--- src/rtl/decoder_pkg.sv ---
// Shared types and constants for the sequential binary-to-one-hot decoder.
// Provides the FSM state enum, the default code width and the one-hot
// width helper used by the decoder top and its combinational converter.
package decoder_pkg;

    // Default binary code width; the one-hot word is 2**N bits wide.
    localparam int N_DEFAULT = 3;

    typedef enum logic [1:0] {
        IDLE  = 2'd0,
        HOLD  = 2'd1,
        SWEEP = 2'd2
    } state_e;

    // Width of the one-hot word produced from an n-bit code.
    function automatic int onehot_w(input int n);
        return 1 << n;
    endfunction

endpackage

--- src/rtl/decoder3x8_seq_onehot_dec.sv ---
// onehot_dec: purely combinational code + enable -> one-hot converter.
// Ports: code (N-bit binary index), en (0 forces an all-zero word),
//        onehot (2**N-bit word with bit[code] set when en=1).
module onehot_dec
    import decoder_pkg::*;
#(
    parameter int N = N_DEFAULT
) (
    input  logic [N-1:0]           code,
    input  logic                   en,
    output logic [onehot_w(N)-1:0] onehot
);

    always_comb begin
        onehot = '0;
        if (en) begin
            onehot[code] = 1'b1;
        end
    end

endmodule

--- src/rtl/decoder3x8_seq.sv ---
// decoder3x8_seq: registered binary-to-one-hot decoder with valid/ready on both
// sides. A request is either a single decode (one beat) or a sweep (one-hot
// beats from line 0 up to and including the requested line).
// Latency: one cycle from request accept to out_valid.
// Backpressure: outputs frozen while out_valid & !out_ready; in_ready follows
// out_ready in HOLD (full-rate singles) and is low for the whole of a sweep.
// Ports:
//   clk, rst            rising-edge clock, synchronous active-high reset
//   in_valid/in_ready   request handshake; in_code, in_en, in_sweep qualify it
//   out_valid/out_ready output beat handshake
//   out_onehot          decoded word; out_code its binary index (0 if all-zero)
//   out_last            final beat of the current request
//   busy                high while a sweep is in progress
//   beat_count          (only with DECODER3X8_SEQ_COUNT_EN defined) 16-bit
//                       wrapping count of completed output beats
module decoder3x8_seq
    import decoder_pkg::*;
#(
    parameter int N = N_DEFAULT
) (
    input  logic                   clk,
    input  logic                   rst,
    input  logic                   in_valid,
    output logic                   in_ready,
    input  logic [N-1:0]           in_code,
    input  logic                   in_en,
    input  logic                   in_sweep,
    output logic                   out_valid,
    input  logic                   out_ready,
    output logic [onehot_w(N)-1:0] out_onehot,
    output logic [N-1:0]           out_code,
    output logic                   out_last,
    output logic                   busy
`ifdef DECODER3X8_SEQ_COUNT_EN
    ,
    output logic [15:0]            beat_count
`endif
);

    localparam int OW = onehot_w(N);

    state_e         state_q, state_d;
    logic [OW-1:0]  onehot_q, onehot_d;
    logic [N-1:0]   code_q, code_d;
    logic           last_q, last_d;
    logic [N-1:0]   idx_q, idx_d;
    logic [N-1:0]   limit_q, limit_d;

    logic           accept;
    logic [N-1:0]   idx_nxt;
    logic [OW-1:0]  single_word;
    logic [OW-1:0]  sweep_word;

    // Values loaded on any accepted request, whichever state accepts it.
    state_e         ld_state;
    logic [OW-1:0]  ld_onehot;
    logic [N-1:0]   ld_code;
    logic           ld_last;
    logic [N-1:0]   ld_limit;

    // idx only advances while idx < limit <= 2**N-1, so this never wraps.
    assign idx_nxt = idx_q + 1'b1;

    onehot_dec #(.N(N)) u_single_dec (
        .code   (in_code),
        .en     (in_en),
        .onehot (single_word)
    );

    onehot_dec #(.N(N)) u_sweep_dec (
        .code   (idx_nxt),
        .en     (1'b1),
        .onehot (sweep_word)
    );

    // ------------------------------------------------------------------
    // Request-side handshake. HOLD passes out_ready straight through so a
    // new single can replace the beat being consumed in the same cycle.
    // ------------------------------------------------------------------
    always_comb begin
        in_ready = 1'b0;
        if (!rst) begin
            case (state_q)
                IDLE:    in_ready = 1'b1;
                HOLD:    in_ready = out_ready;
                default: in_ready = 1'b0;
            endcase
        end
    end

    assign accept = in_valid & in_ready;

    // ------------------------------------------------------------------
    // Request decode: what the output registers become on an accept.
    // A disabled request is always a single all-zero beat, even if
    // in_sweep is set.
    // ------------------------------------------------------------------
    always_comb begin
        ld_state  = HOLD;
        ld_onehot = single_word;
        ld_code   = in_en ? in_code : '0;
        ld_last   = 1'b1;
        ld_limit  = limit_q;
        if (in_en && in_sweep) begin
            ld_state  = SWEEP;
            ld_onehot = {{(OW-1){1'b0}}, 1'b1};
            ld_code   = '0;
            ld_last   = (in_code == '0);
            ld_limit  = in_code;
        end
    end

    // ------------------------------------------------------------------
    // Next-state / next-output logic. Every register holds by default,
    // which is what keeps the beat stable under backpressure.
    // ------------------------------------------------------------------
    always_comb begin
        state_d  = state_q;
        onehot_d = onehot_q;
        code_d   = code_q;
        last_d   = last_q;
        idx_d    = idx_q;
        limit_d  = limit_q;

        case (state_q)
            IDLE: begin
                if (accept) begin
                    state_d  = ld_state;
                    onehot_d = ld_onehot;
                    code_d   = ld_code;
                    last_d   = ld_last;
                    idx_d    = '0;
                    limit_d  = ld_limit;
                end
            end

            HOLD: begin
                if (out_ready) begin
                    if (accept) begin
                        state_d  = ld_state;
                        onehot_d = ld_onehot;
                        code_d   = ld_code;
                        last_d   = ld_last;
                        idx_d    = '0;
                        limit_d  = ld_limit;
                    end else begin
                        state_d  = IDLE;
                        onehot_d = '0;
                        code_d   = '0;
                        last_d   = 1'b0;
                    end
                end
            end

            SWEEP: begin
                if (out_ready) begin
                    if (idx_q == limit_q) begin
                        // The beat just consumed already carried out_last.
                        state_d  = IDLE;
                        onehot_d = '0;
                        code_d   = '0;
                        last_d   = 1'b0;
                        idx_d    = '0;
                    end else begin
                        idx_d    = idx_nxt;
                        onehot_d = sweep_word;
                        code_d   = idx_nxt;
                        last_d   = (idx_nxt == limit_q);
                    end
                end
            end

            default: begin
                state_d  = IDLE;
                onehot_d = '0;
                code_d   = '0;
                last_d   = 1'b0;
                idx_d    = '0;
            end
        endcase
    end

    always_ff @(posedge clk) begin
        if (rst) begin
            state_q  <= IDLE;
            onehot_q <= '0;
            code_q   <= '0;
            last_q   <= 1'b0;
            idx_q    <= '0;
            limit_q  <= '0;
        end else begin
            state_q  <= state_d;
            onehot_q <= onehot_d;
            code_q   <= code_d;
            last_q   <= last_d;
            idx_q    <= idx_d;
            limit_q  <= limit_d;
        end
    end

    assign out_valid  = (state_q != IDLE);
    assign busy       = (state_q == SWEEP);
    assign out_onehot = onehot_q;
    assign out_code   = code_q;
    assign out_last   = last_q;

`ifdef DECODER3X8_SEQ_COUNT_EN
    logic [15:0] beat_count_q, beat_count_d;

    // Free-running 16-bit count of completed beats; wraps naturally.
    always_comb begin
        beat_count_d = beat_count_q;
        if (out_valid && out_ready) begin
            beat_count_d = beat_count_q + 16'd1;
        end
    end

    always_ff @(posedge clk) begin
        if (rst) begin
            beat_count_q <= '0;
        end else begin
            beat_count_q <= beat_count_d;
        end
    end

    assign beat_count = beat_count_q;
`endif

endmodule

--- config.mk ---
export PLATFORM = sky130hd
export DESIGN_NAME = decoder3x8_seq
export DESIGN_NICKNAME = d
export VERILOG_FILES = /design/src/rtl/decoder_pkg.sv /design/src/rtl/decoder3x8_seq_onehot_dec.sv /design/src/rtl/decoder3x8_seq.sv
export SDC_FILE = /design/constraint.sdc
export NUM_CORES = 1
export LEC_CHECK = 0
export CAP_MARGIN = 20
export CORE_MARGIN = 2
export CORE_UTILIZATION = 60
export CTS_BUF_LIST = sky130_fd_sc_hd__clkbuf_8 sky130_fd_sc_hd__clkbuf_16
export DETAILED_ROUTE_END_ITERATION = 7
export DONT_BUFFER_PORTS = 1
export GPL_TIMING_DRIVEN = 0
export PLACE_DENSITY = 0.73
export SETUP_SLACK_MARGIN = 0.2
export SLEW_MARGIN = 10
export SYNTH_ARGS = -nofsm -noshare
export SYNTH_HDL_FRONTEND = slang
export SYNTH_SLANG_ARGS = --single-unit
--- constraint.sdc ---
create_clock -name clk -period 2.2 [get_ports clk]
set_input_delay 0.33 -clock clk [delete_from_list [all_inputs] [get_ports clk]]
set_output_delay 0.33 -clock clk [all_outputs]
set_load 0.03 [all_outputs]
==> results.cfg, run 1 <==
[global_route]
overflow = 0
grt_pass1_vias = 1127
grt_antenna_before_repair = 0
grt_pass1_wl_mm = 5.395
grt_max_degree = 11
grt_use_total = 0.2844

[die]
die_h_um = 50.39
core_um2 = 2002
std_cell_rows = 16
start_util = 0.6450
die_x_um = 50.39
die_area_um2 = 2539
num_io_pins = 24

[timing]
timing.fmax_mhz = 546.2
post-route-period-util = 0.8322
report.final.hold_viol_count = 0
slew_headroom = 0.4849
setup_tns_ns = 0
fin_skew_ns = 0.002591
rsz0062_at_grt = no
worst_pin_slew_ns = 0.7690
setup_violations = 0
fin_crit_ns = 1.831
slew_violations = 0
layout_setup_ws_ns = 0.3691

[clocking]
cts_buffers = 3
cts_tree = done
clk-insertion-delay-late_ns = 0.26
ctsHoldBuffers = 0
clock_sinks = 20
cts_buffer_depth = 2
h-tree-depth = 1
clkTransAtPathRegs_ns = 0.07
clockRootBuffer = clkbuf_8

[place]
place.gp.congestion = 0.9279
dpl-instance-area_um2 = 1325
hpwl_mm = 2.384
dp.cells = 178
place_ws_ns = 0.2705
portBuffers = 0

[finish]
layout_commonest_cell = dfxtp_1
stdcell_area_um2 = 1371
final_cell_count_no_fill = 181
drive_gt1_frac = 0.1169
syn_to_final_growth_pct = 6.202
diodes = 0
nets = 166
most-common-layout-cells = dfxtp_1, a21oi_1, nor2_1, nand3_1, nand2b_1
fillCellCount = 180

[worst_setup_path]
critPathArrivalTime_ns = 2.02
worstSetupPathType = flip-flop to flip-flop
crit_required_ns = 2.39
cp-start-kind = flip-flop
path_max_fanout = 8
end_kind = flip-flop

[route]
final_antenna_net_count = 0
drc = 0
wl_mm = 3.254
vias = 1194
first_iter_violations = 37
first_pass_iters = 4
wire_per_inst_um = 17.98
vias_per_cell = 6.597

[synthesis]
yosysTopAreaCellShare = 0.3101
synth_cell_type_count = 41
synth-seq-area-share = 0.3101
synthCells = 151
yosys.area.top_type = dfxtp_1
ys.flop_type = dfxtp_1
syn_nets = 161
syn_area_per_cell_um2 = 8.551
synth-edff-count = 0
synth_area_leaders = dfxtp_1, a21oi_1, a211oi_1
ys_ff_latch = 20
yosys_warnings = 0
async_flop_share = 0
synth_area_um2 = 1291

[power]
power_density_nw_per_um2 = 613.4
p_leak_nw = 0.4499
peakVddDrop_uv = 430.6
total_power_w = 0.0008411

[run]
drv_cap = 0

[status]
status = completed

[hold_path]
worst_hold_path_type = input port to flip-flop
==> metal layers <==
| layer | GRT usage | wire, um | vias up |
|---|---|---|---|
| li1 | - | - | 580 |
| met1 | 0.3792 | 1496 | 573 |
| met2 | 0.4539 | 1521 | 34 |
| met3 | 0.06250 | 191 | 7 |
| met4 | 0.09910 | 44 | 0 |
| met5 | 0 | 0 | - |
==> worst max-delay path: stages (launching register included) <==
cell and delay, ns:
dfxtp_1 0.49, nand2b_1 0.09, clkbuf_1 0.19, a31oi_1 0.62, nand4_1 0.21, a21oi_1 0.17
==> registers in the layout, summed over array words and instances, names as in the netlist <==
name and flops:
state_q 2, out_onehot 8, out_code 3, out_last 1
limit_q 3, idx_q 3
==> power by group <==
group,total [W],switching [W],leakage (nW),internal [W]
Combinational,0.000204,0.000134,0.266,0.0000706
Sequential,0.000396,0.0000233,0.162,0.000373
Clock,0.000241,0.000119,0.0216,0.000122
==> stage by stage <==
step	hold WS [ns]	utilization
after global routing	0.2466	0.6850
after detailed placement	0.4934	0.6619
after CTS	0.2205	0.6850
after floorplan	0.4772	-
final	0.2189	0.6850
after global placement	0.4857	0.6619
==> path summary, 6_finish.rpt <==
check                           startpoint    endpoint  slack, ns  cells after the start
worst max-delay path            state_q[1]    idx_q[1]       0.37                      5
worst min-delay path            in_code[1]  limit_q[1]       0.22                      2
worst max register to register  state_q[1]    idx_q[1]       0.37                      5
worst min register to register  limit_q[0]  limit_q[0]       0.52                      2
==> what timing repair did <==
| action | 4_1_cts | 5_1_grt |
|---|---|---|
| endpoints found under the setup margin | 1 | 0 |
| setup buffers | 0 | 0 |
| resized for setup | 1 | 0 |
==> cell type report <==
type | instances | area [um^2] | share of cell area
Tap cell | 27 | 33.78 | 0.02463
Sequential cell | 20 | 400.4 | 0.2920
Multi-Input combinational cell | 117 | 825.8 | 0.6022
Buffer | 12 | 62.56 | 0.04562
Inverter | 2 | 7.507 | 0.005474
Clock buffer | 3 | 41.29 | 0.03011
==> cells in the mapped netlist, types with 2 or more instances <==
cell        n
a211oi_1    6
mux2i_1     3
nand2_1     5
nor2_1      8
xnor2_1     5
nor2b_1     3
a22oi_1     6
a311oi_1    2
buf_2       2
a2111oi_2   2
nand3_1     8
dfxtp_1    20
buf_1       3
inv_1       2
nand3b_1    5
a21oi_1    16
clkbuf_1    5
a221oi_1    2
buf_6       2
nand2b_1    7
nand4b_1    3
xor2_1      2
or2_2       2
o21ai_0     4
a32oi_1     2
nor3b_1     2
nor3_1      7
a31oi_1     3
nand4_1     2
==> cell families (layout without fill, tap and decap cells) <==
logic type / after synthesis / in the layout / share of synthesized area
compound gates: 49 / 49 / 0.2868
xor+xnor: 7 / 7 / 0.04748
fa+ha+maj: 1 / 1 / 0.009688
buf+inv: 14 / 17 / 0.05427
flops: 20 / 20 / 0.3101
mux: 3 / 3 / 0.02326
simple gates: 57 / 57 / 0.2684
Note: power is estimated with default switching activity, not from simulation.
==> run 2, diff against run 1 <==
--- a/config.mk
+++ b/config.mk
@@ -7,12 +7,12 @@
 export LEC_CHECK = 0
 export CAP_MARGIN = 20
 export CORE_MARGIN = 2
-export CORE_UTILIZATION = 60
+export CORE_UTILIZATION = 56
 export CTS_BUF_LIST = sky130_fd_sc_hd__clkbuf_8 sky130_fd_sc_hd__clkbuf_16
 export DETAILED_ROUTE_END_ITERATION = 7
 export DONT_BUFFER_PORTS = 1
 export GPL_TIMING_DRIVEN = 0
-export PLACE_DENSITY = 0.73
+export PLACE_DENSITY = 0.71
 export SETUP_SLACK_MARGIN = 0.2
 export SLEW_MARGIN = 10
 export SYNTH_ARGS = -nofsm -noshare
==> constraint.sdc (replaced) <==
create_clock -name clk -period 1.6 [get_ports clk]
set_input_delay 0.24 -clock clk [delete_from_list [all_inputs] [get_ports clk]]
set_output_delay 0.24 -clock clk [all_outputs]
set_load 0.03 [all_outputs]
==> results.cfg, run 2 (synthesis gave the netlist of run 1 again) <==
[status]
status = finished, violations left
violations = negative setup slack

[route]
drc = 0
first_iter_violations = 70
vias_per_cell = 6.964
wl_mm = 3.933
first_pass_iters = 4
wire_per_inst_um = 20.38
final_antenna_net_count = 0
vias = 1344

[finish]
drive_gt1_frac = 0.3576
multi_input_area_um2 = 1060
nets = 176
most-common-layout-cells = dfxtp_1, a21oi_1, buf_4, nor2_1, nand3_1
layout_commonest_cell = dfxtp_1
largest_reg_flops = 8
seq_area_um2 = 407.9
diodes = 0
stdcell_area_um2 = 1750
syn_to_final_growth_pct = 35.56
fillCellCount = 149

[worst_setup_path]
cp-start-kind = flip-flop
crit_path_top_delay_cell = or3b_4
path_cells = or3b_4 -> a22o_4 -> buf_6 -> a311oi_2 -> nor3_1
critPathArrivalTime_ns = 1.78
worst_path_largest_cell_delay_ns = 0.39
path_max_fanout = 10
crit_required_ns = 1.74
end_kind = flip-flop
worstSetupPathType = flip-flop to flip-flop

[timing]
worst_pin_slew_ns = 0.5870
slew_headroom = 0.6086
timing.fmax_mhz = 610.8
rsz0062_at_grt = yes
slew_violations = 0
setup_violations = 4
post-route-period-util = 1.023
fin_skew_ns = 0.009881
fin_crit_ns = 1.637
report.final.hold_viol_count = 0
layout_setup_ws_ns = -0.03733

[place]
dpl-instance-area_um2 = 1371
portBuffers = 0
hpwl_mm = 2.401
place.gp.congestion = 0.8958

[hold_path]
worst_hold_path_type = input port to flip-flop

[global_route]
grt_use_total = 0.3061
grt_antenna_before_repair = 0
overflow = 0
grt_pass1_wl_mm = 6.051
grt_max_degree = 12
grt_pass1_vias = 1283

[die]
die_area_um2 = 2706
die_h_um = 52.02
start_util = 0.5894
core_um2 = 2191
std_cell_rows = 17
num_io_pins = 24
die_x_um = 52.02

[power]
p_leak_nw = 0.5564
peakVddDrop_uv = 939.7
total_power_w = 0.001369
power_density_nw_per_um2 = 781.8

[clocking]
clockRootBuffer = clkbuf_8
ctsHoldBuffers = 0
h-tree-depth = 1
cts_buffer_depth = 2
clock_sinks = 20
cts_buffers = 3
clk-insertion-delay-late_ns = 0.27
cts_tree = done
clkTransAtPathRegs_ns = 0.08

[run]
drv_cap = 0
## run 2: cell types whose count changed in the layout (fill, tap and decap cells not counted), moves of 3 or more
cell,before,now
a31oi_1,3,0
dfxtp_1,20,16
buf_4,0,8
dfxtp_2,0,3
a21oi_1,16,12
a21oi_2,0,4
clkbuf_1,5,2
buf_6,2,6
xnor2_1,5,2
## run 2: cell type report
type                            instances  area share
Buffer                                 12     0.06004
Multi-Input combinational cell        117      0.6054
Sequential cell                        20      0.2330
Clock buffer                            4     0.03145
Tap cell                               28     0.02001
Inverter                                2    0.004289
Timing Repair Buffer                   10     0.04575
## run 2: repair_timing
action                     CTS  global route
pin swaps                    8            13
buffers inserted             7             2
setup endpoints to repair   22            22
gates resized for setup     32            17
cloned                       1             0
## run 2: stage by stage
stage	TNS (ns)	instances	hold slack (ns)	setup slack [ns]	util
finish	-0.06867	193	0.1193	-0.03733	0.7990
global route	-0.4030	193	0.1475	-0.06426	0.7990
CTS	0	191	0.1264	0.01849	0.7556
detailed placement	-1.586	179	0.4006	-0.2112	0.6259
global placement	-1.079	179	0.3960	-0.1789	0.6259
floorplan	0	151	0.3872	0.01213	-
## run 2: report_power, final
part	leakage (nW)	internal (W)	switching, W	total, W
clock	0.0288	0.000220	0.000184	0.000404
sequential	0.164	0.000513	0.0000314	0.000544
combinational	0.364	0.000175	0.000246	0.000421
## run 2: worst paths after layout
check	start	endpoint	slack, ns	cells past startpoint
worst max-delay path	state_q[1]	state_q[1]	-0.04	5
worst min register to register	limit_q[2]	limit_q[2]	0.58	2
worst min-delay path	in_code[1]	limit_q[1]	0.12	2
worst max register to register	state_q[1]	state_q[1]	-0.04	5
## run 2: worst max-delay path: cells and delay by family (launching register included)
kind                   cells  cell delay, ns
AOI/OAI and AO/OA          2            0.51
and+or+nand+nor            2            0.48
DFF                        1            0.37
buffers and inverters      1            0.15
## run 2: per-layer routing
layer	vias to the layer above	part of all wire	global-route usage	wire, um
met2	81	0.49	0.4958	1915
met4	0	0.034	0.1623	133
met1	644	0.40	0.3761	1555
met5	-	0	0	0
met3	16	0.083	0.06609	328
li1	603	-	-	-
